[src/rtl/alu_pkg.sv]
// Shared ALU constants: state encoding for the multi-cycle units
// and the default datapath width used across the ALU.
package alu_pkg;

    localparam int ALU_WIDTH = 16;

    localparam logic [1:0] S_IDLE = 2'd0;
    localparam logic [1:0] S_RUN  = 2'd1;
    localparam logic [1:0] S_DONE = 2'd2;

endpackage

[src/rtl/full_adder.sv]
// One-bit combinational full adder; the serial adder reuses a
// single instance of this cell for every bit position.
module full_adder (
    input  logic A,
    input  logic B,
    input  logic Cin,
    output logic Sum,
    output logic Cout
);

    assign Sum  = A ^ B ^ Cin;
    assign Cout = (A & B) | (Cin & (A ^ B));

endmodule

[src/rtl/serial_adder.sv]
// Bit-serial adder: one full-adder cell, LSB first, one bit per clock,
// with a start/busy/done handshake and registered sum/cout/overflow.
module serial_adder
    import alu_pkg::*;
#(
    parameter int WIDTH = ALU_WIDTH
) (
    input  logic             clk,
    input  logic             rst,
    input  logic             start,
    input  logic [WIDTH-1:0] a,
    input  logic [WIDTH-1:0] b,
    input  logic             cin,
    output logic             busy,
    output logic             done,
    output logic [WIDTH-1:0] sum,
    output logic             cout,
    output logic             overflow
);

    localparam int CW = $clog2(WIDTH);
    localparam logic [CW-1:0] CNT_LAST = CW'(WIDTH - 1);

    logic [1:0]       state_q, state_d;
    logic [WIDTH-1:0] a_sr_q, a_sr_d;
    logic [WIDTH-1:0] b_sr_q, b_sr_d;
    logic [WIDTH-1:0] sum_sr_q, sum_sr_d;
    logic [WIDTH-1:0] sum_q, sum_d;
    logic [CW-1:0]    cnt_q, cnt_d;
    logic             carry_q, carry_d;
    logic             cout_q, cout_d;
    logic             ovf_q, ovf_d;
    logic             busy_q, busy_d;
    logic             done_q, done_d;
    logic             fa_sum, fa_cout;
    logic             accept;
    logic [WIDTH-1:0] sum_shift;

    full_adder u_fa (
        .A   (a_sr_q[0]),
        .B   (b_sr_q[0]),
        .Cin (carry_q),
        .Sum (fa_sum),
        .Cout(fa_cout)
    );

    assign sum_shift = {fa_sum, sum_sr_q[WIDTH-1:1]};

    always_comb begin
        state_d  = state_q;
        a_sr_d   = a_sr_q;
        b_sr_d   = b_sr_q;
        sum_sr_d = sum_sr_q;
        sum_d    = sum_q;
        cnt_d    = cnt_q;
        carry_d  = carry_q;
        cout_d   = cout_q;
        ovf_d    = ovf_q;
        accept   = 1'b0;

        unique case (state_q)
            S_IDLE: accept = start;
            S_RUN: begin
                sum_sr_d = sum_shift;
                a_sr_d   = {1'b0, a_sr_q[WIDTH-1:1]};
                b_sr_d   = {1'b0, b_sr_q[WIDTH-1:1]};
                carry_d  = fa_cout;
                if (cnt_q == CNT_LAST) begin
                    state_d = S_DONE;
                    sum_d   = sum_shift;
                    cout_d  = fa_cout;
                    // carry_q is the carry into the MSB on its bit cycle
                    ovf_d   = carry_q ^ fa_cout;
                end else begin
                    cnt_d = cnt_q + 1'b1;
                end
            end
            S_DONE: begin
                state_d = S_IDLE;
                accept  = start;
            end
            default: state_d = S_IDLE;
        endcase

        if (accept) begin
            state_d  = S_RUN;
            a_sr_d   = a;
            b_sr_d   = b;
            carry_d  = cin;
            cnt_d    = '0;
            sum_sr_d = '0;
        end

        busy_d = (state_d == S_RUN);
        done_d = (state_d == S_DONE);
    end

    always_ff @(posedge clk or posedge rst) begin
        if (rst) begin
            state_q  <= S_IDLE;
            a_sr_q   <= '0;
            b_sr_q   <= '0;
            sum_sr_q <= '0;
            sum_q    <= '0;
            cnt_q    <= '0;
            carry_q  <= 1'b0;
            cout_q   <= 1'b0;
            ovf_q    <= 1'b0;
            busy_q   <= 1'b0;
            done_q   <= 1'b0;
        end else begin
            state_q  <= state_d;
            a_sr_q   <= a_sr_d;
            b_sr_q   <= b_sr_d;
            sum_sr_q <= sum_sr_d;
            sum_q    <= sum_d;
            cnt_q    <= cnt_d;
            carry_q  <= carry_d;
            cout_q   <= cout_d;
            ovf_q    <= ovf_d;
            busy_q   <= busy_d;
            done_q   <= done_d;
        end
    end

    assign busy     = busy_q;
    assign done     = done_q;
    assign sum      = sum_q;
    assign cout     = cout_q;
    assign overflow = ovf_q;

endmodule
[config.mk]
export PLATFORM = sky130hd
export DESIGN_NAME = serial_adder
export DESIGN_NICKNAME = d
export VERILOG_FILES = /design/src/rtl/alu_pkg.sv /design/src/rtl/full_adder.sv /design/src/rtl/serial_adder.sv
export SDC_FILE = /design/constraint.sdc
export NUM_CORES = 1
export LEC_CHECK = 0
export ABC_AREA = 0
export CAP_MARGIN = 25
export CORE_MARGIN = 2
export CORE_UTILIZATION = 37
export DETAILED_ROUTE_END_ITERATION = 8
export HOLD_SLACK_MARGIN = 0.02
export PLACE_DENSITY_LB_ADDON = 0.15
export SYNTH_ARGS = -nofsm -noshare
export SYNTH_HDL_FRONTEND = slang
export SYNTH_SLANG_ARGS = --single-unit
[constraint.sdc]
create_clock -name clk -period 6.94 [get_ports clk]
set_input_delay 1.388 -clock clk [delete_from_list [all_inputs] [get_ports clk]]
set_output_delay 1.388 -clock clk [all_outputs]
set_load 0.02 [all_outputs]
==> out/qor.txt <==
outcome - complete, no violations
Post-Syn Area - 3090 um^2
initial antenna violation count - 0
Post-DRT Antenna Nets - 0
Synth cell types - 33
Hold Path Origin - b_sr_q[13]
Rows - 33
starting DRC count in detailed routing - 141
Worst Hold End - b_sr_q[13]
Hold Fails Final Rpt - 0
largest net degree at the start of global routing - 75
setup_tns - 0 ns
Leak - 1.91 nW
via/cell ratio - 5.10
Die ar. - 9100 um^2
DP Wirelength - 3.39 mm
period utilisation layout - 0.465
routed len/inst - 14.5 um
post-CTS sizing - 0
crit path launch type - input pin
multiplexer share of the synthesized area - 0.0757
post-layout util - 0.477
Worst-Margin Slew - 0.995 ns
simple-gate portion of the synthesized area - 0.0377
DR DRC count - 0
gpl congestion - 0.690
ant diodes - 0
First-pass DRT Iterations - 4
Synth Register Bits - 74
NumNets Final - 309
critical path peak fanout - 45
Mapped Avg Cell Area - 14.0 um^2
placed cell area - 3680 um^2
number of synthesis warnings - 0
H-tree lvl count - 3
final worst slack - 3.71 ns
Slew HR - 0.335
Final Max Slew Viols - 0
Setup Buffers After CTS - 0
maximum VDD drop - 0.000140 V
crit end category - flop
compound-gate portion of the synthesized area - 0.227
Critical Path AT - 3.45 ns
adder-cell share of the synthesized area - 0.0105
max_cap viols - 0
Filler Cell Count - 742
CTS Buf Count - 9
sequential fraction of the synthesis area - 0.599
R2R Setup Slk - 4.80 ns
Area Overhead vs Synth - 25.7%
CTS max path bufs - 2
Net Count, Synth - 259
R2R depth - 3
reg2reg end - carry_q
total gr overflow - 0
Die X - 95.4 um
Worst R2R Start - state_q[0]
largest family of logic cells by synthesized area - compound AO/OA/AOI/OAI gates
Starting Density - 0.380
Min Clock Period, post-route - 3.23 ns
endpoints failing setup - 0
Worst Hold Depth - 1
unrepaired setup endpoints after global routing - false
Worst-path clk slew - 0.07 ns
PortBufs - 55
Min-Delay Path Class - reg -> reg
P per Cell Area - 442 nW/um^2
CTS tree - yes
IO Pins - 56
Fmax - 310 MHz
critical path class - in -> reg
critical path data required time - 7.16 ns
vias in the first global route - 1969
die height - 95.4 um
CORE AREA - 8130 um^2
Global Route Usage Sum - 0.134
cell area after layout - 3880 um^2
Clock Latency Late Sink - 0.34 ns
via count - 1932
first-pass GRT wire length - 9.39 mm
final wirelength - 5.51 mm
Worst Clk Skew - 0.00768 ns
Place WS - 3.32 ns
Post-Synth XOR/XNOR Area - 0.00284
Post-Synthesis Cells - 221
total clock sinks - 74
# hold bufs at CTS - 0
fraction of layout cells with a size suffix above 1 - 0.135
CTS Root Cell - clkbuf_8
==> how the worst max path moves through the flow <==
| stage | startpoint | cells past startpoint | to | slack, ns |
|---|---|---|---|---|
| 2_1_floorplan | rst | 1 | a_sr_q[0] | 3.67 |
| 3_3_place_gp | start | 4 | carry_q | 3.33 |
| 3_5_place_dp | start | 4 | carry_q | 3.32 |
| 4_1_cts | start | 4 | carry_q | 3.68 |
| 5_1_grt | start | 4 | carry_q | 3.51 |
| 6_report | start | 4 | carry_q | 3.71 |
==> flip-flops by register name (all words and copies together) (netlist names) <==
signal / flops
a_sr_q: 16
b_sr_q: 16
busy: 1
carry_q: 1
cnt_q: 4
cout: 1
done: 1
overflow: 1
state_q: 2
sum: 16
sum_sr_q: 15
==> layout by cell type (no fill, tap or decap), types with 3 or more instances in the layout <==
master | synthesis | final
inv_1 | 5 | 4
clkdlybuf4s50_1 | 0 | 55
a22o_1 | 43 | 43
a21o_1 | 29 | 29
a221o_1 | 3 | 3
dfrtp_1 | 74 | 74
mux2_2 | 7 | 7
clkbuf_8 | 0 | 10
mux2_4 | 9 | 9
nor3_1 | 4 | 4
==> layout make-up <==
type	count	area (um^2)	share of cell area
clock buffer	11	141	0.0364
clock inverter	3	65.1	0.0168
multi-input combinational	124	1110	0.285
inverter	5	20.0	0.00516
sequential	74	1850	0.477
tap	105	131	0.0338
timing repair buffer	57	566	0.146
==> Yosys cell counts (all sizes together) <==
master / n / area [um^2]
fa: 1 / 20.0
o31ai: 2 / 15.0
nor2b: 2 / 12.5
buf: 18 / 126
a211oi: 2 / 15.0
nor2: 4 / 38.8
a21o: 29 / 218
nor3: 4 / 20.0
nand2: 2 / 7.51
nand2b: 2 / 12.5
o2bb2ai: 1 / 8.76
dfrtp: 74 / 1850
inv: 5 / 18.8
and4b: 1 / 10.0
mux2i: 2 / 20.0
xnor2: 1 / 8.76
o21ai: 3 / 15.0
a21oi: 1 / 5.00
mux2: 16 / 214
a31o: 1 / 8.76
a41oi: 1 / 8.76
a221o: 3 / 30.0
ha: 1 / 12.5
nand3: 2 / 15.0
a22o: 43 / 377
==> worst max-delay path, stage by stage <==
cell and delay [ns]:
clkdlybuf4s50_1 0.46, nor2b_4 0.79, nor2_4 0.39, a221o_1 0.39
==> power breakdown <==
group          switching, mW  internal [mW]
logic                  0.291          0.342
clock network          0.146          0.208
registers              0.114          0.614
==> routing by layer <==
layer	routed length, um	GRT usage
met3	260	0.0332
met1	2740	0.191
met4	93	0.0607
met5	0	0
met2	2420	0.193
==> metrics by stage <==
| stage | power (mW) | cells | hold WS [ns] |
|---|---|---|---|
| 2_1_floorplan | 1.21 | 221 | 0.449 |
| 3_3_place_gp | 1.37 | 365 | 0.461 |
| 3_5_place_dp | 1.38 | 365 | 0.466 |
| 4_1_cts | 1.74 | 379 | 0.483 |
| 5_1_grt | 1.83 | 379 | 0.500 |
| 6_report | 1.71 | 379 | 0.479 |
==> logic make-up (layout without fill, tap and decap cells) <==
kind of cell,after synthesis,count (layout)
and+or+nand+nor,17,17
buffers and inverters,23,76
AOI/OAI and AO/OA,86,86
adders and majority gates,2,2
DFF,74,74
muxes,18,18
xor gates and xnor gates,1,1
Note: power is estimated with default switching activity, not from simulation.
